**src/rtl/lcd_pkg.sv**
```systemverilog
// Shared definitions for the ST7789-style SPI display sink: command codes and decoder states.
package lcd_pkg;

    localparam logic [7:0] CMD_NOP     = 8'h00;
    localparam logic [7:0] CMD_SWRESET = 8'h01;
    localparam logic [7:0] CMD_CASET   = 8'h2A;
    localparam logic [7:0] CMD_RASET   = 8'h2B;
    localparam logic [7:0] CMD_RAMWR   = 8'h2C;

    typedef enum logic [2:0] {
        CMD,
        CASET,
        RASET,
        RAMWR,
        IGNORE
    } lcd_state_t;

endpackage

```
**src/rtl/spi_byte_rx.sv**
```systemverilog
// Oversampling SPI byte receiver: synchronises the bus pins, detects rising spi_clk edges
// and assembles MSB-first bytes tagged with the dc level seen on the final bit.
module spi_byte_rx #(
    parameter bit c_clk_polarity = 1'b1
) (
    input  logic       clk,
    input  logic       resn,
    input  logic       spi_csn,
    input  logic       spi_clk,
    input  logic       spi_mosi,
    input  logic       spi_dc,
    input  logic       spi_resn,
    output logic       byte_valid,
    output logic [7:0] byte_data,
    output logic       byte_dc,
    output logic       soft_rst
);

    logic [1:0] csn_sync, sclk_sync, mosi_sync, dc_sync, resn_sync;
    logic       sclk_prev;
    logic [6:0] shift;
    logic [2:0] bit_cnt;
    logic       rise;

    assign rise     = sclk_sync[1] & ~sclk_prev;
    assign soft_rst = ~resn_sync[1];

    // Clock synchroniser resets to the idle level so no phantom edge follows reset release.
    always_ff @(posedge clk or negedge resn) begin
        if (!resn) begin
            csn_sync   <= '1;
            sclk_sync  <= {2{c_clk_polarity}};
            sclk_prev  <= c_clk_polarity;
            mosi_sync  <= '0;
            dc_sync    <= '0;
            resn_sync  <= '0;
            shift      <= '0;
            bit_cnt    <= '0;
            byte_valid <= 1'b0;
            byte_data  <= '0;
            byte_dc    <= 1'b0;
        end else begin
            csn_sync   <= {csn_sync[0], spi_csn};
            sclk_sync  <= {sclk_sync[0], spi_clk};
            sclk_prev  <= sclk_sync[1];
            mosi_sync  <= {mosi_sync[0], spi_mosi};
            dc_sync    <= {dc_sync[0], spi_dc};
            resn_sync  <= {resn_sync[0], spi_resn};
            byte_valid <= 1'b0;
            if (soft_rst || csn_sync[1]) begin
                bit_cnt <= '0;
            end else if (rise) begin
                shift   <= {shift[5:0], mosi_sync[1]};
                bit_cnt <= bit_cnt + 3'd1;
                if (bit_cnt == 3'd7) begin
                    byte_valid <= 1'b1;
                    byte_data  <= {shift, mosi_sync[1]};
                    byte_dc    <= dc_sync[1];
                end
            end
        end
    end

endmodule

```
**src/rtl/lcd_spi_sink.sv**
```systemverilog
// ST7789-compatible SPI display sink: decodes CASET/RASET/RAMWR and emits addressed
// RGB565 pixel writes for mirroring the panel image into a framebuffer.
module lcd_spi_sink
    import lcd_pkg::*;
#(
    parameter int c_x_size       = 240,
    parameter int c_y_size       = 240,
    parameter int c_x_bits       = $clog2(c_x_size),
    parameter int c_y_bits       = $clog2(c_y_size),
    parameter bit c_clk_polarity = 1'b1
) (
    input  logic                clk,
    input  logic                resn,
    input  logic                spi_csn,
    input  logic                spi_clk,
    input  logic                spi_mosi,
    input  logic                spi_dc,
    input  logic                spi_resn,
    output logic                pixel_we,
    output logic [c_x_bits-1:0] pixel_x,
    output logic [c_y_bits-1:0] pixel_y,
    output logic [15:0]         pixel_color,
    output logic                cmd_strobe,
    output logic [7:0]          cmd_byte,
    output logic                frame_start
);

    localparam logic [c_x_bits-1:0] X_END = c_x_bits'(c_x_size - 1);
    localparam logic [c_y_bits-1:0] Y_END = c_y_bits'(c_y_size - 1);
    localparam logic [c_x_bits:0]   X_LIM = (c_x_bits + 1)'(c_x_size);
    localparam logic [c_y_bits:0]   Y_LIM = (c_y_bits + 1)'(c_y_size);

    logic       rx_valid, rx_dc, soft_rst;
    logic [7:0] rx_byte;

    spi_byte_rx #(.c_clk_polarity(c_clk_polarity)) u_rx (
        .clk       (clk),
        .resn      (resn),
        .spi_csn   (spi_csn),
        .spi_clk   (spi_clk),
        .spi_mosi  (spi_mosi),
        .spi_dc    (spi_dc),
        .spi_resn  (spi_resn),
        .byte_valid(rx_valid),
        .byte_data (rx_byte),
        .byte_dc   (rx_dc),
        .soft_rst  (soft_rst)
    );

    lcd_state_t          state_q, state_d;
    logic [c_x_bits-1:0] xs, xe, cur_x, new_xs, new_xe, raw_xe;
    logic [c_y_bits-1:0] ys, ye, cur_y, new_ys, new_ye, raw_ye;
    logic [23:0]         arg_buf;
    logic [1:0]          arg_cnt;
    logic                hi_flag, in_range;
    logic [7:0]          hi_byte;
    logic [15:0]         arg_s, arg_e;

    // Start is the first two buffered bytes; end is the third plus the byte arriving now.
    assign arg_s    = arg_buf[23:8];
    assign arg_e    = {arg_buf[7:0], rx_byte};
    assign new_xs   = arg_s[c_x_bits-1:0];
    assign raw_xe   = arg_e[c_x_bits-1:0];
    assign new_xe   = (raw_xe < new_xs) ? new_xs : raw_xe;
    assign new_ys   = arg_s[c_y_bits-1:0];
    assign raw_ye   = arg_e[c_y_bits-1:0];
    assign new_ye   = (raw_ye < new_ys) ? new_ys : raw_ye;
    assign in_range = ({1'b0, cur_x} < X_LIM) && ({1'b0, cur_y} < Y_LIM);

    always_ff @(posedge clk or negedge resn) begin
        if (!resn) state_q <= CMD;
        else       state_q <= state_d;
    end

    always_comb begin
        state_d = state_q;
        if (soft_rst) begin
            state_d = CMD;
        end else if (rx_valid && !rx_dc) begin
            case (rx_byte)
                CMD_CASET:   state_d = CASET;
                CMD_RASET:   state_d = RASET;
                CMD_RAMWR:   state_d = RAMWR;
                CMD_SWRESET: state_d = CMD;
                default:     state_d = IGNORE;
            endcase
        end else if (rx_valid && (state_q == CASET || state_q == RASET) && arg_cnt == 2'd3) begin
            state_d = CMD;
        end
    end

    always_ff @(posedge clk or negedge resn) begin
        if (!resn) begin
            pixel_we <= 1'b0; pixel_x <= '0; pixel_y <= '0; pixel_color <= '0;
            cmd_strobe <= 1'b0; cmd_byte <= '0; frame_start <= 1'b0;
            xs <= '0; xe <= X_END; ys <= '0; ye <= Y_END; cur_x <= '0; cur_y <= '0;
            arg_buf <= '0; arg_cnt <= '0; hi_flag <= 1'b0; hi_byte <= '0;
        end else if (soft_rst) begin
            pixel_we <= 1'b0; pixel_x <= '0; pixel_y <= '0; pixel_color <= '0;
            cmd_strobe <= 1'b0; cmd_byte <= '0; frame_start <= 1'b0;
            xs <= '0; xe <= X_END; ys <= '0; ye <= Y_END; cur_x <= '0; cur_y <= '0;
            arg_buf <= '0; arg_cnt <= '0; hi_flag <= 1'b0; hi_byte <= '0;
        end else begin
            pixel_we    <= 1'b0;
            cmd_strobe  <= 1'b0;
            frame_start <= 1'b0;
            if (rx_valid && !rx_dc) begin
                // Any command byte discards partial arguments or a half-received pixel.
                cmd_strobe <= 1'b1;
                cmd_byte   <= rx_byte;
                arg_cnt    <= '0;
                hi_flag    <= 1'b0;
                if (rx_byte == CMD_RAMWR) begin
                    frame_start <= 1'b1;
                    cur_x       <= xs;
                    cur_y       <= ys;
                end
                if (rx_byte == CMD_SWRESET) begin
                    xs <= '0; xe <= X_END; ys <= '0; ye <= Y_END;
                end
            end else if (rx_valid) begin
                case (state_q)
                    CASET, RASET: begin
                        arg_buf <= {arg_buf[15:0], rx_byte};
                        arg_cnt <= arg_cnt + 2'd1;
                        if (arg_cnt == 2'd3 && state_q == CASET) begin
                            xs <= new_xs;
                            xe <= new_xe;
                        end
                        if (arg_cnt == 2'd3 && state_q == RASET) begin
                            ys <= new_ys;
                            ye <= new_ye;
                        end
                    end
                    RAMWR: begin
                        hi_flag <= ~hi_flag;
                        if (!hi_flag) begin
                            hi_byte <= rx_byte;
                        end else begin
                            if (in_range) begin
                                pixel_we    <= 1'b1;
                                pixel_x     <= cur_x;
                                pixel_y     <= cur_y;
                                pixel_color <= {hi_byte, rx_byte};
                            end
                            if (cur_x == xe) begin
                                cur_x <= xs;
                                cur_y <= (cur_y == ye) ? ys : cur_y + 1'b1;
                            end else begin
                                cur_x <= cur_x + 1'b1;
                            end
                        end
                    end
                    default: ;
                endcase
            end
        end
    end

endmodule
```
**config.mk**
```make
export PLATFORM = sky130hd
export DESIGN_NAME = lcd_spi_sink
export DESIGN_NICKNAME = d
export VERILOG_FILES = /design/src/rtl/lcd_pkg.sv /design/src/rtl/spi_byte_rx.sv /design/src/rtl/lcd_spi_sink.sv
export SDC_FILE = /design/constraint.sdc
export NUM_CORES = 1
export LEC_CHECK = 0
export ABC_AREA = 1
export CAP_MARGIN = 25
export CORE_AREA = 2 2 81 160
export DETAILED_ROUTE_END_ITERATION = 16
export DIE_AREA = 0 0 83 162
export HOLD_SLACK_MARGIN = 0.02
export PLACE_DENSITY_LB_ADDON = 0.05
export SLEW_MARGIN = 10
export SYNTH_ARGS = -nofsm -noshare
export SYNTH_HDL_FRONTEND = slang
export SYNTH_SLANG_ARGS = --single-unit
```
**constraint.sdc**
```tcl
create_clock -name clk -period 2.29 [get_ports clk]
set_clock_uncertainty 0.1 [all_clocks]
set_input_delay 0.458 -clock clk [delete_from_list [all_inputs] [get_ports clk]]
set_output_delay 0.458 -clock clk [all_outputs]
set_load 0.02 [all_outputs]
```
# Word level (Yosys, flattened, before mapping)
# Index checks and enable logic that the tools add are counted.
dict set report totals {
  wordCells 187
  output_inout_bits 43
  input_bits 7
  register_bits 152
}
dict set report op_classes {
  eq_ne 29
  addsub 4
  magnitude_cmp 3
  bitwise_logic 5
  mux 95
  reduce_logical 22
}
# cell n
set op_table {}
lappend op_table {{2-to-1 mux 8 bit} 57}
lappend op_table {{2-to-1 mux 16 bit} 10}
lappend op_table {{!= test 3 bit, second input constant} 9}
lappend op_table {{== test 8 x 6 -> 1 bit, second input constant} 3}
lappend op_table {{2-to-1 mux 1 bit} 18}
lappend op_table {{adder 8 x 1 -> 8 bit, second input constant} 2}
lappend op_table {{== test 8 bit} 2}
lappend op_table {{less-than comparator 8 bit, second input constant} 2}
lappend op_table {{AND reduction 4 bit} 4}
lappend op_table {{2-to-1 mux 3 bit} 5}
lappend op_table {{!= test 2 bit, second input constant} 7}
lappend op_table {{one-hot mux 3 bit (4 select lines)} 1}
lappend op_table {{AND reduction 5 bit} 2}
lappend op_table {{== test 8 x 1 -> 1 bit, second input constant} 1}
lappend op_table {{less-than comparator 8 bit} 1}
lappend op_table {{2-to-1 mux 2 bit} 4}
lappend op_table {{== test 3 x 2 -> 1 bit, second input constant} 2}
lappend op_table {{logical AND 1 bit} 6}
lappend op_table {{AND reduction 2 bit} 3}
lappend op_table {{AND reduction 3 bit} 2}
lappend op_table {{inverter 1 bit} 4}
lappend op_table {{adder 3 x 1 -> 3 bit, second input constant} 1}
lappend op_table {{== test 3 x 1 -> 1 bit, second input constant} 1}
lappend op_table {{== test 3 bit, second input constant} 1}
lappend op_table {{other kinds (9)} 10}

# Longest topological paths before layout
dict set report logic_depth {
  word_depth 8
  mapped_depth 12
  depth_no_buf 12
}

# Hierarchy
# Synthesis repeated with hierarchy kept, for this count alone.
dict set report unflattened {
  hier_cells 832
  area_unflattened_um2 7255.7
}
# module area_per_inst_um2 seq_area_each_um2 n_inst cells_each
set modules_own_cells {}
lappend modules_own_cells {lcd_spi_sink 6055.8 3045.4 1 720}
lappend modules_own_cells {spi_byte_rx 1199.9 782.0 1 112}

# Worst setup path after synthesis
# No wires, ideal clock.
dict set report synth_path {
  path_type {reg-to-reg}
  from {reg u_rx.byte_data[7]}
  to {reg xe[0]}
  path_slack_ns 0.480
  n_path_buf 1
  path_stages_with_launch 10
  synth_period_minus_slack_ns 1.810
  t_arrival_ns 1.635
  setup_ns 0.076
  t_required_ns 2.114
  path_cell_list {dfrtp_1 > ha_1 > a21oi_1 > o21a_1 > clkbuf_1 > nand2_1 > nand2_1 > nand3_1 > nand2_1 > nand2_1}
}
dict set report synth_between {
  elab_chain_cells 7
  elab_cells_between_ends 10
  cone_classes {1 x order compare; 2 x eq/ne; 6 x mux; 1 x reduce/logical}
}
# item line_no
set synth_lines {}
lappend synth_lines {{start, declared} spi_byte_rx.sv:14} ;# output logic [7:0] byte_data,
lappend synth_lines {{start signal, assigned} spi_byte_rx.sv:57} ;# byte_data <= {shift, mosi_sync[1]};
lappend synth_lines {{less-than comparator 8 bit} lcd_spi_sink.sv:64} ;# assign new_xe = (raw_xe < new_xs) ? new_xs : raw_xe;
lappend synth_lines {{2-to-1 mux 8 bit} lcd_spi_sink.sv:64}
lappend synth_lines {{2-to-1 mux 8 bit} lcd_spi_sink.sv:126} ;# if (arg_cnt == 2'd3 && state_q == CASET) begin
lappend synth_lines {{2-to-1 mux 8 bit} lcd_spi_sink.sv:122} ;# case (state_q)
lappend synth_lines {{2-to-1 mux 8 bit} lcd_spi_sink.sv:121} ;# end else if (rx_valid) begin
lappend synth_lines {{2-to-1 mux 8 bit} lcd_spi_sink.sv:107} ;# if (rx_valid && !rx_dc) begin
lappend synth_lines {{2-to-1 mux 8 bit} lcd_spi_sink.sv:98} ;# end else if (soft_rst) begin
lappend synth_lines {{end signal, assigned} lcd_spi_sink.sv:128} ;# xe <= new_xe;
lappend synth_lines {{end, declared} lcd_spi_sink.sv:51} ;# logic [c_x_bits-1:0] xs, xe, cur_x, new_xs, new_xe, raw_xe;
# Several ways; a longest one is shown, not always the timed one. The select of a mux whose other input is x is not followed.
# A chain may end at the register's enable or synchronous reset.

# Worst setup path after layout
dict set report layout_path {
  from {reg u_rx.byte_valid}
  to {reg cur_y[7]}
}
dict set report layout_between {
  elab_chain_cells 3
  elab_cells_between_ends 9
  cone_classes {5 x eq/ne; 2 x mux; 2 x reduce/logical}
}
# item line_no
set layout_lines {}
lappend layout_lines {{start, declared} spi_byte_rx.sv:13} ;# output logic byte_valid,
lappend layout_lines {{start signal, assigned} spi_byte_rx.sv:39} ;# byte_valid <= 1'b0;
lappend layout_lines {{start signal, assigned} spi_byte_rx.sv:49} ;# byte_valid <= 1'b0;
lappend layout_lines {{start signal, assigned} spi_byte_rx.sv:56} ;# byte_valid <= 1'b1;
lappend layout_lines {{logical AND 1 bit} lcd_spi_sink.sv:107}
lappend layout_lines {{!= test 3 bit (no source line), or another cell as far along} n/a}
lappend layout_lines {{AND reduction 5 bit (no source line) or 2-to-1 mux 8 bit (tied branches)} n/a}
lappend layout_lines {{end signal, assigned} lcd_spi_sink.sv:116} ;# cur_y <= ys;
lappend layout_lines {{end signal, assigned} lcd_spi_sink.sv:148} ;# cur_y <= (cur_y == ye) ? ys : cur_y + 1'b1;
lappend layout_lines {{end, declared} lcd_spi_sink.sv:52} ;# logic [c_y_bits-1:0] ys, ye, cur_y, new_ys, new_ye, raw_ye;
# Several ways; a longest one is shown, not always the timed one.

==> parameters.txt <==
Parameter                              Value

Finish
  Total number of nets in the final design ... 886
  Fin cells ... 1,027
  Antenna diode instance count ... 0
  Fin util ... 68.33%
  Cell area after layout ... 8333 sq um
  Fraction of layout instances using a drive strength above 1 ... 12.95%
  Area delta synth->final ... 17.90%

STA
  Hold slack ... 0.2488 ns
  Final critical-path setup slack ... 0.1655 ns
  Fraction of the cycle the final worst path needs ... 92.77%
  Max-slew violation count ... 0
  Unrepaired setup endpoints after global routing ... false
  Shortest clock period the worst path allows after layout ... 2.124 ns
  Worst-case headroom to the max-slew limit ... 63.53%
  Worst Tran Pin Value ... 0.5465 ns
  Number of failing setup endpoints in the final timing report ... 0
  Total Neg Setup Slack ... 0 ns
  Hold Vio Cnt, Final ... 0
  Timing-limited maximum frequency ... 470.7 MHz

Power
  Part of the total power dissipated in the clock network ... 45.8%
  Leakage power total ... 4.072 nW
  Total power divided by cell area ... 743.7 nW/um^2
  Part of the total power dissipated in combinational logic ... 7.2%
  P_int ... 4.662 mW
  IR Drop Worst-Case VDD ... 0.7000 mV
  Switching pwr ... 1.535 mW
  Post-layout power ... 6.197 mW
  Switching share of power ... 24.77%
  Sequential power share ... 47.0%

Logic synthesis
  Sequential cell area fraction in the yosys report ... 54.15%
  Ys async rst share ... 100.0%
  Unique masters post-synth ... 37
  Cell count after synthesis ... 811
  Number of enable-type register cells in the synthesized netlist ... 0
  Post-Syn Nets ... 830
  Summed instance area of the synthesized netlist ... 7068 sq um
  Total number of yosys warnings ... 0
  Synth Flop Type ... sky130_fd_sc_hd__dfrtp_1
  Mapped Avg Cell Area ... 8.715 sq um
  Post-synthesis register bit count ... 152

Setup path
  R2r startpoint ... u_rx.byte_valid
  Ordered cell list for the critical path ... nand2_4, nand2_4, inv_2, buf_4, nand2_1, nand3_1, nand2_1, nand2_1
  Sum of buffers and inverters on the critical path ... 2
  Largest fanout of any net on the critical path ... 34
  Slowest stage cell on the critical path ... sky130_fd_sc_hd__dfrtp_1
  Category of the most critical setup path ... reg2reg
  Setup crit end kind ... register
  Crit path max-delay family ... simple AND/OR/NAND/NOR gates
  Worst endpoint data arrival time ... 2.32 ns
  Critical Path Source Type ... register
  CP required ... 2.49 ns
  Setup crit start ... u_rx.byte_valid
  Crit-path most repeated cell ... sky130_fd_sc_hd__nand2_1
  Largest incremental delay on the critical path ... 0.59 ns

Die
  Floorplan die width ... 83 microns
  I/O Pins ... 50
  Floorplan die area ... 13,450 sq um
  Starting density of the core ... 57.96%
  Core region area ... 12,200 sq um
  Die Y-Extent ... 162 microns
  Count of standard-cell rows ... 57

Place
  HPWL reported at the end of detailed placement ... 12.50 mm
  Placement-stage cell area ... 7720 sq um
  Routability Congestion ... 0.9425
  Port buffer count ... 49
  Post-Place Setup Slack ... 0.2355 ns
  Total instance count after detailed placement ... 994

Clock tree
  Clock Sinks ... 152
  Post-CTS clock slew at the launch and capture registers of the worst setup and hold paths ... 0.07 ns
  Root buffer cell ... sky130_fd_sc_hd__clkbuf_16
  Clock H-tree levels ... 4
  Clock buffer count from CTS ... 17
  Insertion delay of the later-clocked pin in the worst-skew pair ... 0.42 ns
  Clock Tree Buf Depth ... 2
  Number of gates given a new drive strength after cts ... 0
  TritonCTS clock tree ... yes

Global route
  Met1 Usage GRT ... 28.06%
  Global Route met3 Usage ... 4.065%
  Global routing met2 resource utilization ... 51.50%
  Vias in the first global route ... 5,737
  Largest net degree at the start of global routing ... 50
  Tot GR Track Use ... 27.04%
  Most Crowded Layer GR ... met2
  First-pass GRT wire length ... 28.48 mm
  Number of antenna violations at the first check in global routing ... 0
  GRT overflow ... 0

Routing
  Mean routed wirelength per cell ... 16.72 microns
  Final Routed Wirelength ... 17.17 mm
  Final routed DRC violation total ... 0
  First drt pass iteration count ... 7
  Iteration-0 DRC count of the detailed router ... 360
  Routed vias ... 5,556
  Via density per instance ... 5.410
  Antenna Nets Post-Route ... 0

Outcome
  Run status ... completed

Worst hold path
  Type of the most critical hold path ... reg2reg
  Min-delay src ... u_rx.mosi_sync[0]

Flow run
  Max-capacitance violation count ... 0
metal layers:
layer  up-vias  wire, microns
met5         -              0
met3        44            393
met4         0            745
met2       132           9834
met1      2685           6195
li1       2695              -
registers in the layout, summed over array words and instances (netlist names), 8 cells and up:
register        flops
arg_buf            16
cmd_byte            8
cur_x               8
cur_y               8
hi_byte             8
pixel_color        16
pixel_x             8
pixel_y             8
u_rx.byte_data      8
xe                  8
xs                  8
ye                  8
ys                  8
power groups by stage:
| stage | Clock, mW | Combinational, mW | Sequential, mW |
|---|---|---|---|
| finish | 2.84 | 0.445 | 2.91 |
| global route | 2.97 | 0.505 | 2.92 |
| CTS | 2.87 | 0.449 | 2.91 |
| detailed placement | 0 | 0.444 | 2.96 |
| global placement | 0 | 0.436 | 2.95 |
| floorplan | 0 | 0.300 | 2.92 |
path summary, 6_finish.rpt:
kind                       cells after the start                 to  slack, ns
setup / recovery                               8           cur_y[7]       0.17
hold / removal                                 0  u_rx.mosi_sync[1]       0.25
setup reg to reg                               8           cur_y[7]       0.17
hold reg to reg                                0  u_rx.mosi_sync[1]       0.25
max in group asynchronous                      3   u_rx.csn_sync[1]       1.02
min in group asynchronous                      2         pixel_y[6]       0.41
cells by family after synthesis:
family	count (synthesis)	share of synthesized area, %
simple gates	429	25.93
flops	152	54.15
buf+inv	111	7.134
compound gates	77	6.727
xor+xnor	24	2.974
fa+ha+maj	12	2.124
mux	6	0.9559
layout by cell type (no fill, tap or decap), types with 4 or more instances in the layout:
master,n
sky130_fd_sc_hd__a21oi_1,8
sky130_fd_sc_hd__dfstp_2,19
sky130_fd_sc_hd__nand4_1,4
sky130_fd_sc_hd__clkbuf_16,17
sky130_fd_sc_hd__nand2_1,288
sky130_fd_sc_hd__nand3_1,91
sky130_fd_sc_hd__nand2_2,7
sky130_fd_sc_hd__o21ai_1,10
sky130_fd_sc_hd__o22ai_1,15
sky130_fd_sc_hd__clkdlybuf4s50_1,48
sky130_fd_sc_hd__nor2_4,5
sky130_fd_sc_hd__xor2_1,8
sky130_fd_sc_hd__buf_4,17
sky130_fd_sc_hd__ha_1,12
sky130_fd_sc_hd__xnor2_1,16
sky130_fd_sc_hd__dfrtp_1,133
sky130_fd_sc_hd__mux2_2,6
sky130_fd_sc_hd__inv_2,8
sky130_fd_sc_hd__o21ai_0,31
sky130_fd_sc_hd__inv_1,70
sky130_fd_sc_hd__o21ai_2,8
sky130_fd_sc_hd__nor2_1,24
layout make-up:
cell class	count	area, sq um
Fill cell	953	3862
Sequential cell	152	3827
Multi-Input combinational cell	548	2736
Timing Repair Buffer	70	689.4
Clock buffer	19	442.9
Inverter	78	292.8
Tap cell	147	183.9
Clock inverter	13	160.2
timing repair:
| item | in CTS | in global routing |
|---|---|---|
| endpoints found under the hold margin | 33 | 0 |
| buffers inserted | 0 | 0 |
| hold buffers | 1 | 0 |
cells in the mapped netlist (9+ instances only):
library cell              number  share of area (%)
sky130_fd_sc_hd__o21ai_0      31                2.2
sky130_fd_sc_hd__dfrtp_1     133                 47
sky130_fd_sc_hd__o21ai_1      10               0.71
sky130_fd_sc_hd__buf_2        11               0.78
sky130_fd_sc_hd__nor2_1       24                1.3
sky130_fd_sc_hd__xnor2_1      16                2.0
sky130_fd_sc_hd__ha_1         12                2.1
sky130_fd_sc_hd__buf_6         9                1.4
sky130_fd_sc_hd__nand2_1     288                 15
sky130_fd_sc_hd__o22ai_1      15                1.3
sky130_fd_sc_hd__dfstp_2      19                7.1
sky130_fd_sc_hd__nand3_1      91                6.4
sky130_fd_sc_hd__inv_1        70                3.7
Power figures use the tool's default switching activity.
